File: src/rtl/serving_ram_wb_bridge.sv
// Wishbone 32-bit slave to byte-wide SRAM bridge, four little-endian byte beats.
// Define SERVING_RAM_BRIDGE_SKIP_EN to visit only selected bytes on writes.
module serving_ram_wb_bridge #(
  parameter int depth = 256,
  parameter int aw = $clog2(depth)
) (
  input  logic          i_clk,
  input  logic          i_rst_n,
  input  logic [aw-1:0] i_wb_adr,
  input  logic [31:0]   i_wb_dat,
  input  logic [3:0]    i_wb_sel,
  input  logic          i_wb_we,
  input  logic          i_wb_cyc,
  output logic [31:0]   o_wb_rdt,
  output logic          o_wb_ack,
  output logic [aw-1:0] o_waddr,
  output logic [7:0]    o_wdata,
  output logic          o_wen,
  output logic [aw-1:0] o_raddr,
  output logic          o_ren,
  input  logic [7:0]    i_rdata
);

  localparam logic [1:0] IDLE  = 2'd0;
  localparam logic [1:0] WRITE = 2'd1;
  localparam logic [1:0] READ  = 2'd2;
  localparam logic [1:0] ACK   = 2'd3;

  logic [1:0]    state;
  logic [1:0]    state_nx;
  logic [aw-3:0] adr_q;
  logic [31:0]   dat_q;
  logic [2:0]    cnt;
  logic [1:0]    k;
  logic [1:0]    rb;
  logic          w_last;
  logic          start_ack;
  logic          unused;

  assign unused = ^i_wb_adr[1:0];

`ifdef SERVING_RAM_BRIDGE_SKIP_EN
  logic [3:0] rem;
  logic [3:0] rem_nx;

  // k is the lowest byte still pending
  always_comb begin
    k = 2'd0;
    if (rem[0])      k = 2'd0;
    else if (rem[1]) k = 2'd1;
    else if (rem[2]) k = 2'd2;
    else if (rem[3]) k = 2'd3;
  end

  assign rem_nx    = rem & ~(4'b0001 << k);
  assign w_last    = (rem_nx == 4'b0000);
  assign start_ack = (i_wb_sel == 4'b0000);
  assign o_wen     = (state == WRITE);
`else
  logic [3:0] sel_q;

  assign k         = cnt[1:0];
  assign w_last    = (cnt[1:0] == 2'd3);
  assign start_ack = 1'b0;
  assign o_wen     = (state == WRITE) & sel_q[k];
`endif

  assign rb      = cnt[1:0] - 2'd1;
  assign o_waddr = {adr_q, k};
  assign o_wdata = dat_q[{k, 3'b000} +: 8];
  assign o_raddr = {adr_q, cnt[1:0]};
  assign o_ren   = (state == READ) & ~cnt[2];

  always_comb begin
    state_nx = state;
    unique case (state)
      IDLE: begin
        if (i_wb_cyc) begin
          if (!i_wb_we)       state_nx = READ;
          else if (start_ack) state_nx = ACK;
          else                state_nx = WRITE;
        end
      end
      WRITE: if (w_last) state_nx = i_wb_cyc ? ACK : IDLE;
      // capture of byte 3 happens on the cnt==4 edge
      READ:  if (cnt[2]) state_nx = i_wb_cyc ? ACK : IDLE;
      default: state_nx = IDLE;
    endcase
  end

  always_ff @(posedge i_clk or negedge i_rst_n) begin
    if (!i_rst_n) begin
      state    <= IDLE;
      o_wb_ack <= 1'b0;
      o_wb_rdt <= 32'h0;
      cnt      <= 3'd0;
      adr_q    <= '0;
      dat_q    <= 32'h0;
`ifdef SERVING_RAM_BRIDGE_SKIP_EN
      rem      <= 4'h0;
`else
      sel_q    <= 4'h0;
`endif
    end else begin
      state    <= state_nx;
      o_wb_ack <= (state_nx == ACK);
      if (state == IDLE && i_wb_cyc) begin
        adr_q <= i_wb_adr[aw-1:2];
        dat_q <= i_wb_dat;
        cnt   <= 3'd0;
`ifdef SERVING_RAM_BRIDGE_SKIP_EN
        rem   <= i_wb_sel;
`else
        sel_q <= i_wb_sel;
`endif
      end
      if (state == WRITE) begin
        cnt <= cnt + 3'd1;
`ifdef SERVING_RAM_BRIDGE_SKIP_EN
        rem <= rem_nx;
`endif
      end
      if (state == READ) begin
        cnt <= cnt + 3'd1;
        if (cnt != 3'd0) o_wb_rdt[{rb, 3'b000} +: 8] <= i_rdata;
      end
    end
  end

endmodule

File: config.mk
export PLATFORM = sky130hd
export DESIGN_NAME = serving_ram_wb_bridge
export DESIGN_NICKNAME = d
export VERILOG_FILES = /design/src/rtl/serving_ram_wb_bridge.sv
export SDC_FILE = /design/constraint.sdc
export NUM_CORES = 1
export LEC_CHECK = 0
export CORE_ASPECT_RATIO = 1.75
export CORE_UTILIZATION = 47
export DETAILED_ROUTE_END_ITERATION = 10
export PLACE_DENSITY = 0.91
export REMOVE_ABC_BUFFERS = 1
export SETUP_SLACK_MARGIN = 0.15
export SYNTH_ARGS = -nofsm -noshare
export SYNTH_HDL_FRONTEND = slang
export SYNTH_SLANG_ARGS = --single-unit
export TNS_END_PERCENT = 10
File: constraint.sdc
create_clock -name i_clk -period 2.7 [get_ports i_clk]
set_clock_uncertainty 0.1 [all_clocks]
set_input_delay 0.27 -clock i_clk [delete_from_list [all_inputs] [get_ports i_clk]]
set_output_delay 0.27 -clock i_clk [all_outputs]
set_load 0.005 [all_outputs]
Word-level counts from Yosys, hierarchy flattened
Index checks and enable logic that the tools add are counted.

operators by class
  reductions and logical operators = 5
  order comparisons = 1
  div/mod/pow operators = 0
  add/sub/neg operators = 3
  shift-type cells = 3
  equal/unequal tests = 4
  bitwise operators = 3
  multiply operators = 0
  mux-type cells = 12

operators by type and width
  kind                                                                    number
  32-bit bitwise mux                                                      1
  8-bit by 7-bit variable shift with 32-bit output, first input constant  1
  32-bit by 6-bit variable part select with 8-bit output                  1
  8-bit by 7-bit variable part select with 32-bit output                  1
  2-bit two-way mux                                                       5
  3-bit two-way mux                                                       3
  5-bit negator with 7-bit output                                         1
  2-bit == test, second input constant                                    3
  2-bit case mux with 3 select lines                                      1
  3-bit nonzero test                                                      2
  3-bit by 1-bit adder with 3-bit output, second input constant           1
  2-bit by 3-bit < comparator with 1-bit output, second input constant    1
  1-bit AND                                                               2
  1-bit binary-select mux with 2-bit select                               1
  2-bit by 1-bit == test with 1-bit output, second input constant         1
  2-bit zero test                                                         1
  2-bit AND reduction                                                     1
  2-bit by 1-bit subtractor with 2-bit output, second input constant      1
  1-bit logical AND                                                       1
  1-bit two-way mux                                                       1
  1-bit inverter                                                          1

word-level totals
  memories = 0
  latch bits = 0
  memory bits (writable) = 0
  ROM bits = 0
  output and inout port bits = 59
  logic and storage cells = 38
  flip-flop bits (word level) = 80
  input bits = 56

Logic depth before layout (Yosys ltp)
Gate-level depths: netlist (run 1).

  depth in word-level cells = 5
  mapped depth = 8
  gate-level depth less buffers = 5

Worst setup path before layout (run 1)
Ideal clock, no wire load.

  kind = register to register
  start point = register cnt[0]
  end point = register o_wb_rdt[23]
  setup slack = 0.584 ns
  cell stages (with the launch flop) = 9
  clock period less this slack = 2.116 ns
  data required time = 2.475 ns
  path buffers = 3
  data arrival time = 1.891 ns
  setup time = 0.125 ns
  cell sequence = dfrtp_1 buf_2 buf_2 inv_1 ha_1 nand2b_1 buf_1 nor2_1 mux2_2

on the way
  cells in the longest elaborated chain, start to end = 4
  elaborated cells on any way between the ends = 7
  those cells by class = 2 x add/sub; 2 x shift; 1 x mux; 2 x reduce/logical

RTL lines
  item                                                                                                                        line  source
  start: declaration                                                                                                          33    logic [2:0] cnt;
  start signal: assignment                                                                                                    118   cnt <= cnt + 3'd1;
  start signal: assignment                                                                                                    124   cnt <= cnt + 3'd1;
  2-bit by 1-bit subtractor with 2-bit output                                                                                 68    assign rb = cnt[1:0] - 2'd1;
  5-bit negator with 7-bit output                                                                                             125   if (cnt != 3'd0) o_wb_rdt[{rb, 3'b000} +: 8] <= i_rdata;
  8-bit by 7-bit variable part select with 32-bit output or 8-bit by 7-bit variable shift with 32-bit output (tied branches)  125
  32-bit bitwise mux                                                                                                          125
  end signal: indexed assignment                                                                                              125
  end: declaration                                                                                                            14    output logic [31:0] o_wb_rdt,

Parallel ways exist; a longest one is shown, timed or not.
A chain may end at the register's enable or synchronous reset.

Final worst setup path (run 1)
  start point = register cnt[0]
  end point = output port o_wdata[7]

on the way
  cells in the longest elaborated chain, start to end = 1

RTL lines
  item                                                    line  source
  32-bit by 6-bit variable part select with 8-bit output  70    assign o_wdata = dat_q[{k, 3'b000} +: 8];
  end: declaration                                        17    output logic [7:0] o_wdata,

Every way passes these cells.

==> Flow_metrics.wiki, run 1 <==
{| class="wikitable"
! Metric !! Value
|-
| Buffering stage count on the worst path with inverters included || 2
|-
| Share of the synthesized netlist area taken by xor and xnor gates || 0%
|-
| Synth Area in Adders || 1.681%
|-
| Cells traversed along the worst timing path || buf_4, mux4_2, clkdlybuf4s50_1
|-
| Share of cell area taken by muxes after synthesis || 25.15%
|-
| Crit-path slowest cell || sky130_fd_sc_hd__mux4_2
|-
| Number of antenna violations at the first check in global routing || 0
|-
| DP Cell Count || 461
|-
| H-tree depth || 3
|-
| Maximum capacitance violations || 0
|-
| CP max FO || 7
|-
| DR WL/cell || 16.18 um
|-
| Core Footprint || 7620 sq um
|-
| Global-route met3 utilization || 5.122%
|-
| Worst ir drop on vdd || 744.8 uV
|-
| GR met1 Demand/Resource || 22.88%
|-
| Synthesized netlist cell count || 283
|-
| Share of power burned in registers || 35.0%
|-
| Worst endpoint required time || 2.33 ns
|-
| Max-slew violation count || 0
|-
| Synthesized area divided by synthesized cell count || 13.15 sq um
|-
| Pwr Density || 1197 nW/um^2
|-
| Compound-Gate Fraction of Synth Area || 3.531%
|-
| Top Family by Delay on Critical Path || buffers and inverters
|-
| Post-route total power || 6.139 mW
|-
| Worst-path clk slew || 0.06 ns
|-
| Yosys warns || 0
|-
| Clock power frac || 21.2%
|-
| Maximum number of pins on one net before global-route repair || 81
|-
| Kind of start point of the critical path || register
|-
| DRC Markers || 0
|-
| Part of the total power dissipated in combinational logic || 43.8%
|-
| Later-pin clock latency in the skew report || 0.33 ns
|-
| Total clock sinks || 80
|-
| Detailed-router iteration count before antenna repair || 6
|-
| Net Sw Frac || 29.25%
|-
| Fraction of the yosys area taken by sequential cells || 53.80%
|-
| Number of buffers on the longest clock path || 2
|-
| Post-detailed-placement half-perimeter wirelength || 5657 um
|-
| Longest individual stage delay on the worst path || 0.52 ns
|-
| Number of inserted diodes || 0
|-
| Worst Tran Pin Value || 0.9853 ns
|-
| Count of different cell masters after synthesis || 32
|-
| Routing usage on met2 || 35.56%
|-
| Drt via density || 5.330
|-
| Leak pwr || 2.190 nW
|-
| Class of the tightest hold or removal check || primary input to asynchronous set/reset pin
|-
| Number of top-level pins || 115
|-
| Share of the clock period used by the worst path || 88.26%
|-
| Count of routing violations after the opening detailed-route iteration || 143
|-
| Endpoints failing hold || 0
|-
| Reported net switching power || 1.796 mW
|-
| Critical path arrival || 2.01 ns
|-
| Cts bufs inserted || 9
|-
| Unrepaired setup endpoints after global routing || false
|-
| Root cell of the clock tree || sky130_fd_sc_hd__clkbuf_16
|-
| Final worst setup slack || 0.3169 ns
|-
| Internal || 4.343 mW
|-
| Dominant combinational cell family by area after synthesis || multiplexers
|-
| Die Outline Area || 8291 sq um
|-
| Maximum clock rate || 419.6 MHz
|-
| Vertical extent of the die || 119.7 um
|-
| Tot GR Track Use || 20.23%
|-
| Syn-to-layout area delta || 37.83%
|-
| Post-CTS Setup Inserts || 0
|-
| Basic-gate share of the synthesized area counting and, or, nand and nor cells || 9.718%
|-
| Routed WL || 7700 um
|-
| Netlist Area Pre-Place || 3721 sq um
|-
| Starting Density || 48.83%
|-
| Count of buffers from port buffering || 112
|-
| Resize count post-CTS || 0
|-
| Proportion of layout cells with a drive suffix above 1 || 22.94%
|-
| Vias in the first global route || 2693
|-
| Worst-case setup slack after placement || 0.5309 ns
|-
| Number of setup violations in the final report || 0
|-
| Number of nets in the finished design || 445
|-
| Count of placed standard cells in the final layout, fillers left out || 476
|-
| Via count || 2537
|-
| Setup TNS || 0 ns
|-
| Highest-utilization routing layer at the global route stage || met2
|-
| Critical Path End Type || primary output
|-
| Yosys reg bits || 80
|-
| Path type of the worst setup path || register to primary output
|-
| Max-slew headroom at the worst pin || 34.31%
|-
| Result of the run || complete, no violations
|-
| GP Congestion || 0.7875
|-
| Std cell rows || 42
|-
| CTS Hold Buffers Added || 0
|-
| Number of nets with antenna violations after detailed routing || 0
|-
| First-pass GRT wire length || 13000 um
|-
| Horizontal die dimension || 69.26 um
|-
| Fin crit period || 2.383 ns
|-
| TritonCTS clock tree || done
|-
| Total gr overflow || 0
|}
==> registers in the layout (all words and copies together) (netlist names) <==
signal    flops
dat_q        32
cnt           3
adr_q         6
sel_q         4
o_wb_ack      1
state         2
o_wb_rdt     32
==> placed cells by master, fill, tap and decap left out, drive strengths merged, types with 2 or more instances in the layout <==
cell	netlist	layout
nor2	19	19
mux2	58	58
o31ai	8	8
nor3	3	3
mux4	9	9
nand3	3	3
nor2b	2	2
dfrtp	80	80
nand2b	15	15
buf	25	5
o22ai	3	3
ha	5	5
clkdlybuf4s50	0	111
nand2	21	21
o21ai	2	2
inv	11	11
mux2i	8	8
a21oi	2	2
clkbuf	1	12
bufinv	0	2
==> cell type report <==
| class | count | area (sq um) |
|---|---|---|
| fill | 527 | 2491 |
| sequential | 80 | 2003 |
| multi-input combinational | 166 | 1491 |
| timing repair buffer | 116 | 1161 |
| clock buffer | 12 | 256.5 |
| tap | 88 | 110.1 |
| clock inverter | 3 | 65.06 |
| inverter | 11 | 41.29 |
==> power by group through the flow <==
| stage | registers [mW] | logic (mW) | clock network [mW] |
|---|---|---|---|
| 2_1_floorplan | 2.16 | 1.28 | 0 |
| 3_3_place_gp | 2.12 | 2.63 | 0 |
| 3_5_place_dp | 2.17 | 2.70 | 0 |
| 4_1_cts | 2.15 | 2.72 | 1.32 |
| 5_1_grt | 2.24 | 2.91 | 1.38 |
| 6_report | 2.15 | 2.69 | 1.30 |
==> kinds of logic after synthesis <==
family / count (synthesis)
simple gates: 67
buf+inv: 37
fa+ha+maj: 5
compound gates: 19
mux: 75
flops: 80
==> Yosys cell counts <==
| cell type | n | share of area (%) |
|---|---|---|
| sky130_fd_sc_hd__buf_4 | 12 | 2.4 |
| sky130_fd_sc_hd__dfrtp_1 | 80 | 54 |
| sky130_fd_sc_hd__a21boi_0 | 1 | 0.20 |
| sky130_fd_sc_hd__mux2_2 | 55 | 17 |
| sky130_fd_sc_hd__and3_1 | 1 | 0.17 |
| sky130_fd_sc_hd__nand2_1 | 21 | 2.1 |
| sky130_fd_sc_hd__or2_0 | 1 | 0.17 |
| sky130_fd_sc_hd__o2bb2ai_1 | 1 | 0.24 |
| sky130_fd_sc_hd__buf_1 | 3 | 0.30 |
| sky130_fd_sc_hd__a22oi_1 | 1 | 0.20 |
| sky130_fd_sc_hd__nand3_2 | 1 | 0.27 |
| sky130_fd_sc_hd__o22ai_1 | 3 | 0.50 |
| sky130_fd_sc_hd__mux4_2 | 9 | 5.4 |
| sky130_fd_sc_hd__nand3_4 | 2 | 0.94 |
| sky130_fd_sc_hd__clkbuf_1 | 1 | 0.10 |
| sky130_fd_sc_hd__nor2b_1 | 2 | 0.34 |
| sky130_fd_sc_hd__buf_6 | 5 | 1.5 |
| sky130_fd_sc_hd__o31ai_1 | 8 | 1.6 |
| sky130_fd_sc_hd__nand2b_1 | 15 | 2.5 |
| sky130_fd_sc_hd__ha_1 | 5 | 1.7 |
| sky130_fd_sc_hd__a21oi_1 | 2 | 0.27 |
| sky130_fd_sc_hd__inv_1 | 11 | 1.1 |
| sky130_fd_sc_hd__nor2_1 | 19 | 1.9 |
| sky130_fd_sc_hd__nor3_4 | 1 | 0.44 |
| sky130_fd_sc_hd__mux2i_1 | 8 | 2.2 |
| sky130_fd_sc_hd__a2bb2oi_1 | 1 | 0.24 |
| sky130_fd_sc_hd__nor3_1 | 2 | 0.27 |
| sky130_fd_sc_hd__mux2_1 | 3 | 0.91 |
| sky130_fd_sc_hd__and2_1 | 1 | 0.17 |
| sky130_fd_sc_hd__buf_2 | 5 | 0.67 |
| sky130_fd_sc_hd__o21ai_0 | 2 | 0.27 |
| sky130_fd_sc_hd__nand4b_2 | 1 | 0.40 |
==> worst paths after layout <==
kind | start | endpoint | slack (ns) | depth (start not counted)
min | i_rst_n | dat_q[26] | 0.004 | 1
min reg2reg | o_wb_rdt[29] | o_wb_rdt[29] | 0.37 | 2
min in group i_clk | o_wb_rdt[29] | o_wb_rdt[29] | 0.37 | 2
max in group asynchronous | i_rst_n | cnt[0] | 1.80 | 1
max reg2reg | state[1] | o_wb_rdt[5] | 0.69 | 3
max | cnt[0] | o_wdata[7] | 0.32 | 3
==> per-layer routing <==
| metal | share of wire (%) | vias up |
|---|---|---|
| li1 | - | 1171 |
| met1 | 38 | 1268 |
| met2 | 54 | 85 |
| met3 | 5.0 | 13 |
| met4 | 2.3 | 0 |
| met5 | 0 | - |
==> stage by stage <==
| stage | utilization [%] | area (sq um) | hold WS (ns) |
|---|---|---|---|
| global route | 67.31 | 5129 | 0.09720 |
| finish | 67.31 | 5129 | 0.004213 |
| CTS | 67.29 | 5127 | 0.04061 |
| floorplan | - | 3535 | -0.1256 |
| detailed placement | 63.07 | 4806 | 0.3660 |
| global placement | 63.07 | 4806 | 0.3606 |
Note: power is estimated with default switching activity, not from simulation.
==> run 2: changes to the inputs <==
--- a/config.mk
+++ b/config.mk
@@ -6,12 +6,12 @@
 export NUM_CORES = 1
 export LEC_CHECK = 0
 export CORE_ASPECT_RATIO = 1.75
-export CORE_UTILIZATION = 47
+export CORE_UTILIZATION = 48
+export CTS_BUF_LIST = sky130_fd_sc_hd__clkbuf_4 sky130_fd_sc_hd__clkbuf_8
 export DETAILED_ROUTE_END_ITERATION = 10
-export PLACE_DENSITY = 0.91
+export PLACE_DENSITY = 0.93
 export REMOVE_ABC_BUFFERS = 1
 export SETUP_SLACK_MARGIN = 0.15
 export SYNTH_ARGS = -nofsm -noshare
 export SYNTH_HDL_FRONTEND = slang
 export SYNTH_SLANG_ARGS = --single-unit
-export TNS_END_PERCENT = 10
==> Flow_metrics.wiki, run 2 (same netlist as run 1, synthesis figures left out) <==
{| class="wikitable"
! Metric !! Value
|-
| Result of the run || complete, no violations
|-
| Non-Filler Cell Area, Final || 5035 sq um (-1.8%)
|-
| CP max FO || 7 (unchanged)
|-
| Later-pin clock latency in the skew report || 0.36 ns (+0.03 ns)
|-
| Post-CTS Setup Inserts || 0 (unchanged)
|-
| Critical Path End Type || primary output
|-
| Drt via density || 5.331 (about the same)
|-
| Count of buffers from port buffering || 112 (unchanged)
|-
| Setup TNS || 0 ns (unchanged)
|-
| Vias in the first global route || 2657 (-1.3%)
|-
| Fin crit period || 2.378 ns (-0.004669 ns)
|-
| Count of placed standard cells in the final layout, fillers left out || 478 (+0.42%)
|-
| Post-detailed-placement half-perimeter wirelength || 5852 um (+3.4%)
|-
| Post-route total power || 5.778 mW (-5.9%)
|-
| Vertical extent of the die || 118.5 um (-1.0%)
|-
| Filler cell count || 532 (+0.95%)
|-
| Critical path arrival || 2.01 ns (about the same)
|-
| Setup slack of the worst register-to-register path || 0.67 ns (-0.02 ns)
|-
| H-tree depth || 3 (unchanged)
|-
| Worst-case setup slack after placement || 0.5255 ns (-0.005454 ns)
|-
| Largest registers || dat_q x32, o_wb_rdt x32, adr_q x6
|-
| Pwr Density || 1148 nW/um^2 (-4.1%)
|-
| Core Footprint || 7515 sq um (-1.4%)
|-
| Number of nets with antenna violations after detailed routing || 0 (unchanged)
|-
| Number of top-level pins || 115 (unchanged)
|-
| Number of nets in the finished design || 446 (+0.22%)
|-
| Tot GR Track Use || 22.21% (+2.0 points)
|-
| Max-slew violation count || 0 (unchanged)
|-
| Path type of the worst setup path || register to primary output
|-
| Number of antenna violations at the first check in global routing || 0 (unchanged)
|-
| Most frequent standard cell in the layout excluding fill and tap cells || sky130_fd_sc_hd__clkdlybuf4s50_1
|-
| First-pass GRT wire length || 12940 um (-0.48%)
|-
| Maximum capacitance violations || 0 (unchanged)
|-
| Total clock sinks || 80 (unchanged)
|-
| Maximum clock rate || 420.4 MHz (+0.20%)
|-
| Worst ir drop on vdd || 773.7 uV (+3.9%)
|-
| Count of routing violations after the opening detailed-route iteration || 158 (+10%)
|-
| Detailed-router iteration count before antenna repair || 7 (+1)
|-
| TritonCTS clock tree || done
|-
| Proportion of layout cells with a drive suffix above 1 || 23.33% (+0.40 points)
|-
| Leak pwr || 2.139 nW (-2.3%)
|-
| Final worst setup slack || 0.3215 ns (+0.004669 ns)
|-
| Unrepaired setup endpoints after global routing || false
|-
| Syn-to-layout area delta || 35.31%
|-
| Dpl cell area || 4818 sq um (+0.26%)
|-
| Endpoints failing hold || 0 (unchanged)
|-
| Share of the clock period used by the worst path || 88.09% (-0.17 points)
|-
| Worst endpoint required time || 2.33 ns (about the same)
|-
| DP Cell Count || 461 (unchanged)
|-
| Maximum number of pins on one net before global-route repair || 81 (unchanged)
|-
| Number of inserted diodes || 0 (unchanged)
|-
| DRC Markers || 0 (unchanged)
|-
| Via count || 2548 (+0.43%)
|-
| Die Outline Area || 8122 sq um (-2.0%)
|-
| Worst Tran Pin Value || 1.001 ns (+0.01521 ns)
|-
| DR WL/cell || 16.97 um (+4.9%)
|-
| Starting Density || 49.52% (+0.68 points)
|-
| Number of setup violations in the final report || 0 (unchanged)
|-
| Max-slew headroom at the worst pin || 33.30% (-1.0 points)
|-
| Min Hold Slack || 0.3807 ns (+0.3765 ns)
|-
| Routed WL || 8111 um (+5.3%)
|-
| GP Congestion || 0.8466 (+7.5%)
|-
| Total gr overflow || 0 (unchanged)
|-
| Std cell rows || 42 (unchanged)
|-
| Root cell of the clock tree || sky130_fd_sc_hd__clkbuf_8
|-
| Class of the tightest hold or removal check || register to register
|-
| Kind of start point of the critical path || register
|-
| Horizontal die dimension || 68.56 um (-1.0%)
|-
| Worst-path clk slew || 0.09 ns (+0.03 ns)
|-
| Utilization of the core after routing || 67.00% (-0.31 points)
|-
| Number of buffers on the longest clock path || 2 (unchanged)
|-
| Cts bufs inserted || 9 (unchanged)
|-
| Most frequent cells in the layout || 111 x sky130_fd_sc_hd__clkdlybuf4s50_1, 79 x sky130_fd_sc_hd__dfrtp_1, 55 x sky130_fd_sc_hd__mux2_2
|}
run 2: cell types whose count changed in the layout (fill, tap and decap cells not counted), sizes merged:
cell and change:
clkinv +1, bufinv -1, clkbuf -2, inv +1
clkinvlp +2, dlygate4sd3 +1
run 2: critical path: stages (launching register included):
cell and delay, ns:
sky130_fd_sc_hd__dfrtp_2 0.50, sky130_fd_sc_hd__buf_12 0.17, sky130_fd_sc_hd__mux4_2 0.49, sky130_fd_sc_hd__clkdlybuf4s50_1 0.49
run 2: worst paths after layout:
| path | startpoint | endpoint | depth (start not counted) |
|---|---|---|---|
| setup / recovery | cnt[0] | o_wdata[7] | 3 |
| hold / removal | o_wb_rdt[29] | o_wb_rdt[29] | 2 |
| setup reg to reg | cnt[0] | o_wb_rdt[24] | 5 |
| hold reg to reg | o_wb_rdt[29] | o_wb_rdt[29] | 2 |
| max in group asynchronous | i_rst_n | cnt[0] | 2 |
| min in group asynchronous | i_rst_n | adr_q[0] | 2 |
run 2: routing by layer:
| layer | global-route usage [%] | up-vias | wire length (um) |
|---|---|---|---|
| li1 | - | 1174 | - |
| met5 | 0 | - | 0 |
| met3 | 6.660 | 22 | 470 |
| met4 | 12.50 | 0 | 327 |
| met1 | 24.64 | 1253 | 2987 |
| met2 | 36.21 | 99 | 4325 |
run 2: area by class of cell:
class | instances | area [sq um] | share of cell area [%]
multi-input cells | 166 | 1491 | 29.62
inverters | 11 | 41.29 | 0.8201
repair buffers | 117 | 1184 | 23.51
clock buffers | 10 | 137.6 | 2.734
flip-flops and latches | 80 | 2003 | 39.79
clock inverters | 6 | 67.56 | 1.342
well taps | 88 | 110.1 | 2.187
run 2: what timing repair did:
item | CTS | global route
hold buffers | 1 | 0
endpoints found under the setup margin | 0 | 6
gates resized for setup | 0 | 1
hold endpoints to repair | 13 | 0
run 2: where the power goes:
part	internal (mW)	switching (mW)
clock network	0.455	0.444
registers	1.78	0.385
logic	1.73	0.988
==> run 3: changes to the inputs <==
--- a/config.mk
+++ b/config.mk
@@ -6,10 +6,11 @@
 export NUM_CORES = 1
 export LEC_CHECK = 0
 export CORE_ASPECT_RATIO = 1.75
-export CORE_UTILIZATION = 48
+export CORE_UTILIZATION = 65
 export CTS_BUF_LIST = sky130_fd_sc_hd__clkbuf_4 sky130_fd_sc_hd__clkbuf_8
 export DETAILED_ROUTE_END_ITERATION = 10
-export PLACE_DENSITY = 0.93
+export DONT_BUFFER_PORTS = 1
+export PLACE_DENSITY = 0.92
 export REMOVE_ABC_BUFFERS = 1
 export SETUP_SLACK_MARGIN = 0.15
 export SYNTH_ARGS = -nofsm -noshare
==> Flow_metrics.wiki, run 3 (same netlist as run 1, synthesis figures left out) <==
{| class="wikitable"
! Metric !! Value
|-
| Worst-path clk slew || 0.08 ns (about the same)
|-
| Worst ir drop on vdd || 738.8 uV (-4.5%)
|-
| Pwr Density || 1097 nW/um^2 (-4.4%)
|-
| Most frequent standard cell in the layout excluding fill and tap cells || sky130_fd_sc_hd__dfrtp_1
|-
| Leak pwr || 1.936 nW (-9.5%)
|-
| DR WL/cell || 18.29 um (+7.8%)
|-
| Detailed-router iteration count before antenna repair || 6 (-1)
|-
| Post-CTS Setup Inserts || 0 (unchanged)
|-
| Total gr overflow || 0 (unchanged)
|-
| Endpoints failing hold || 0 (unchanged)
|-
| Routed WL || 7425 um (-8.5%)
|-
| Critical Path End Type || primary output
|-
| Starting Density || 67.16% (+18 points)
|-
| Syn-to-layout area delta || 18.83%
|-
| Drt via density || 5.682 (+6.6%)
|-
| Root cell of the clock tree || sky130_fd_sc_hd__clkbuf_8
|-
| Max-slew violation count || 0 (unchanged)
|-
| Number of buffers on the longest clock path || 2 (unchanged)
|-
| Proportion of layout cells with a drive suffix above 1 || 27.27% (+3.9 points)
|-
| GP Congestion || 0.8393 (-0.86%)
|-
| Die Outline Area || 6043 sq um (-26%)
|-
| Max-slew headroom at the worst pin || 65.88% (+33 points)
|-
| Worst endpoint required time || 2.33 ns (about the same)
|-
| Maximum number of pins on one net before global-route repair || 81 (unchanged)
|-
| Total clock sinks || 80 (unchanged)
|-
| Via count || 2307 (-9.5%)
|-
| Number of setup violations in the final report || 0 (unchanged)
|-
| Tot GR Track Use || 27.31% (+5.1 points)
|-
| Number of inserted diodes || 0 (unchanged)
|-
| Critical path arrival || 1.89 ns (-0.12 ns)
|-
| Std cell rows || 36 (-14%)
|-
| Kind of start point of the critical path || register
|-
| Unrepaired setup endpoints after global routing || false
|-
| Core Footprint || 5540 sq um (-26%)
|-
| Later-pin clock latency in the skew report || 0.35 ns (about the same)
|-
| Setup TNS || 0 ns (unchanged)
|-
| Number of top-level pins || 115 (unchanged)
|-
| Number of antenna violations at the first check in global routing || 0 (unchanged)
|-
| First-pass GRT wire length || 11830 um (-8.5%)
|-
| Count of buffers from port buffering || 0 (-100%)
|-
| Horizontal die dimension || 59.20 um (-14%)
|-
| H-tree depth || 3 (unchanged)
|-
| Vias in the first global route || 2569 (-3.3%)
|-
| Final worst setup slack || 0.4362 ns (+0.1146 ns)
|-
| DRC Markers || 0 (unchanged)
|-
| Fin crit period || 2.264 ns (-0.1146 ns)
|-
| Worst Tran Pin Value || 0.5117 ns (-0.4888 ns)
|-
| CP max FO || 12 (+5)
|-
| Cts bufs inserted || 9 (unchanged)
|-
| Class of the tightest hold or removal check || primary input to register
|-
| Vertical extent of the die || 102.1 um (-14%)
|-
| Path type of the worst setup path || register to primary output
|-
| Number of nets with antenna violations after detailed routing || 0 (unchanged)
|-
| Utilization of the core after routing || 79.81% (+13 points)
|-
| Most frequent cells in the layout || 80 x sky130_fd_sc_hd__dfrtp_1, 55 x sky130_fd_sc_hd__mux2_2, 52 x sky130_fd_sc_hd__dlygate4sd3_1
|-
| Maximum capacitance violations || 0 (unchanged)
|-
| Share of the clock period used by the worst path || 83.85% (-4.2 points)
|-
| Largest registers || dat_q x32, o_wb_rdt x32, adr_q x6
|-
| Count of routing violations after the opening detailed-route iteration || 127 (-20%)
|-
| Maximum clock rate || 441.7 MHz (+5.1%)
|-
| Number of nets in the finished design || 386 (-13%)
|-
| TritonCTS clock tree || done
|-
| Post-detailed-placement half-perimeter wirelength || 4704 um (-20%)
|-
| Result of the run || complete, no violations
|-
| Worst-case setup slack after placement || 0.7095 ns (+0.1840 ns)
|}
-- run 3: final cells by class --
class	instances	area, sq um
Multi-Input combinational cell	166	1491
Sequential cell	80	2002
Timing Repair Buffer	57	590.6
Clock inverter	5	56.30
Fill cell	294	1119
Inverter	11	41.29
Clock buffer	11	145.1
Tap cell	76	95.09
-- run 3: metal layers --
metal / vias up / routed length [um] / GRT usage, %
met2: 107 / 3933 / 46.24
li1: 1044 / - / -
met4: 0 / 332 / 17.40
met3: 25 / 419 / 7.468
met5: - / 0 / 0
met1: 1131 / 2739 / 29.25
-- run 3: power by group --
| group | internal [mW] | switching (mW) |
|---|---|---|
| combinational | 0.937 | 0.796 |
| sequential | 1.78 | 0.456 |
| clock | 0.461 | 0.420 |
-- run 3: worst paths after layout --
kind                       depth (start not counted)  slack [ns]      endpoint       start
max in group asynchronous                          2        1.80   o_wb_rdt[2]     i_rst_n
max reg2reg                                        4        0.66  o_wb_rdt[28]      cnt[0]
min reg2reg                                        1        0.40     dat_q[28]   dat_q[28]
max                                                3        0.44         o_wen      cnt[0]
min                                                2        0.05  o_wb_rdt[24]  i_rdata[0]
min in group asynchronous                          2        0.36        cnt[2]     i_rst_n
-- run 3: repair_timing --
action                                 CTS  global route
hold buffers                            53             0
endpoints found under the hold margin  131             0
resized for setup                        0             0
-- run 3: critical path, cell delays in order (launching register included) --
cell	delay [ns]
sky130_fd_sc_hd__dfrtp_1	0.65
sky130_fd_sc_hd__buf_12	0.21
sky130_fd_sc_hd__mux4_2	0.48
sky130_fd_sc_hd__and2_1	0.19
-- run 3: through the flow --
stage / hold slack (ns) / total power [mW] / instances / area [sq um]
global route: 0.05245 / 5.173 / 406 / 4422
detailed placement: -0.1241 / 3.879 / 337 / 3672
finish: 0.04707 / 4.849 / 406 / 4422
CTS: 0.03137 / 4.852 / 406 / 4422
floorplan: -0.1256 / 3.435 / 257 / 3535
global placement: -0.1242 / 3.778 / 337 / 3672
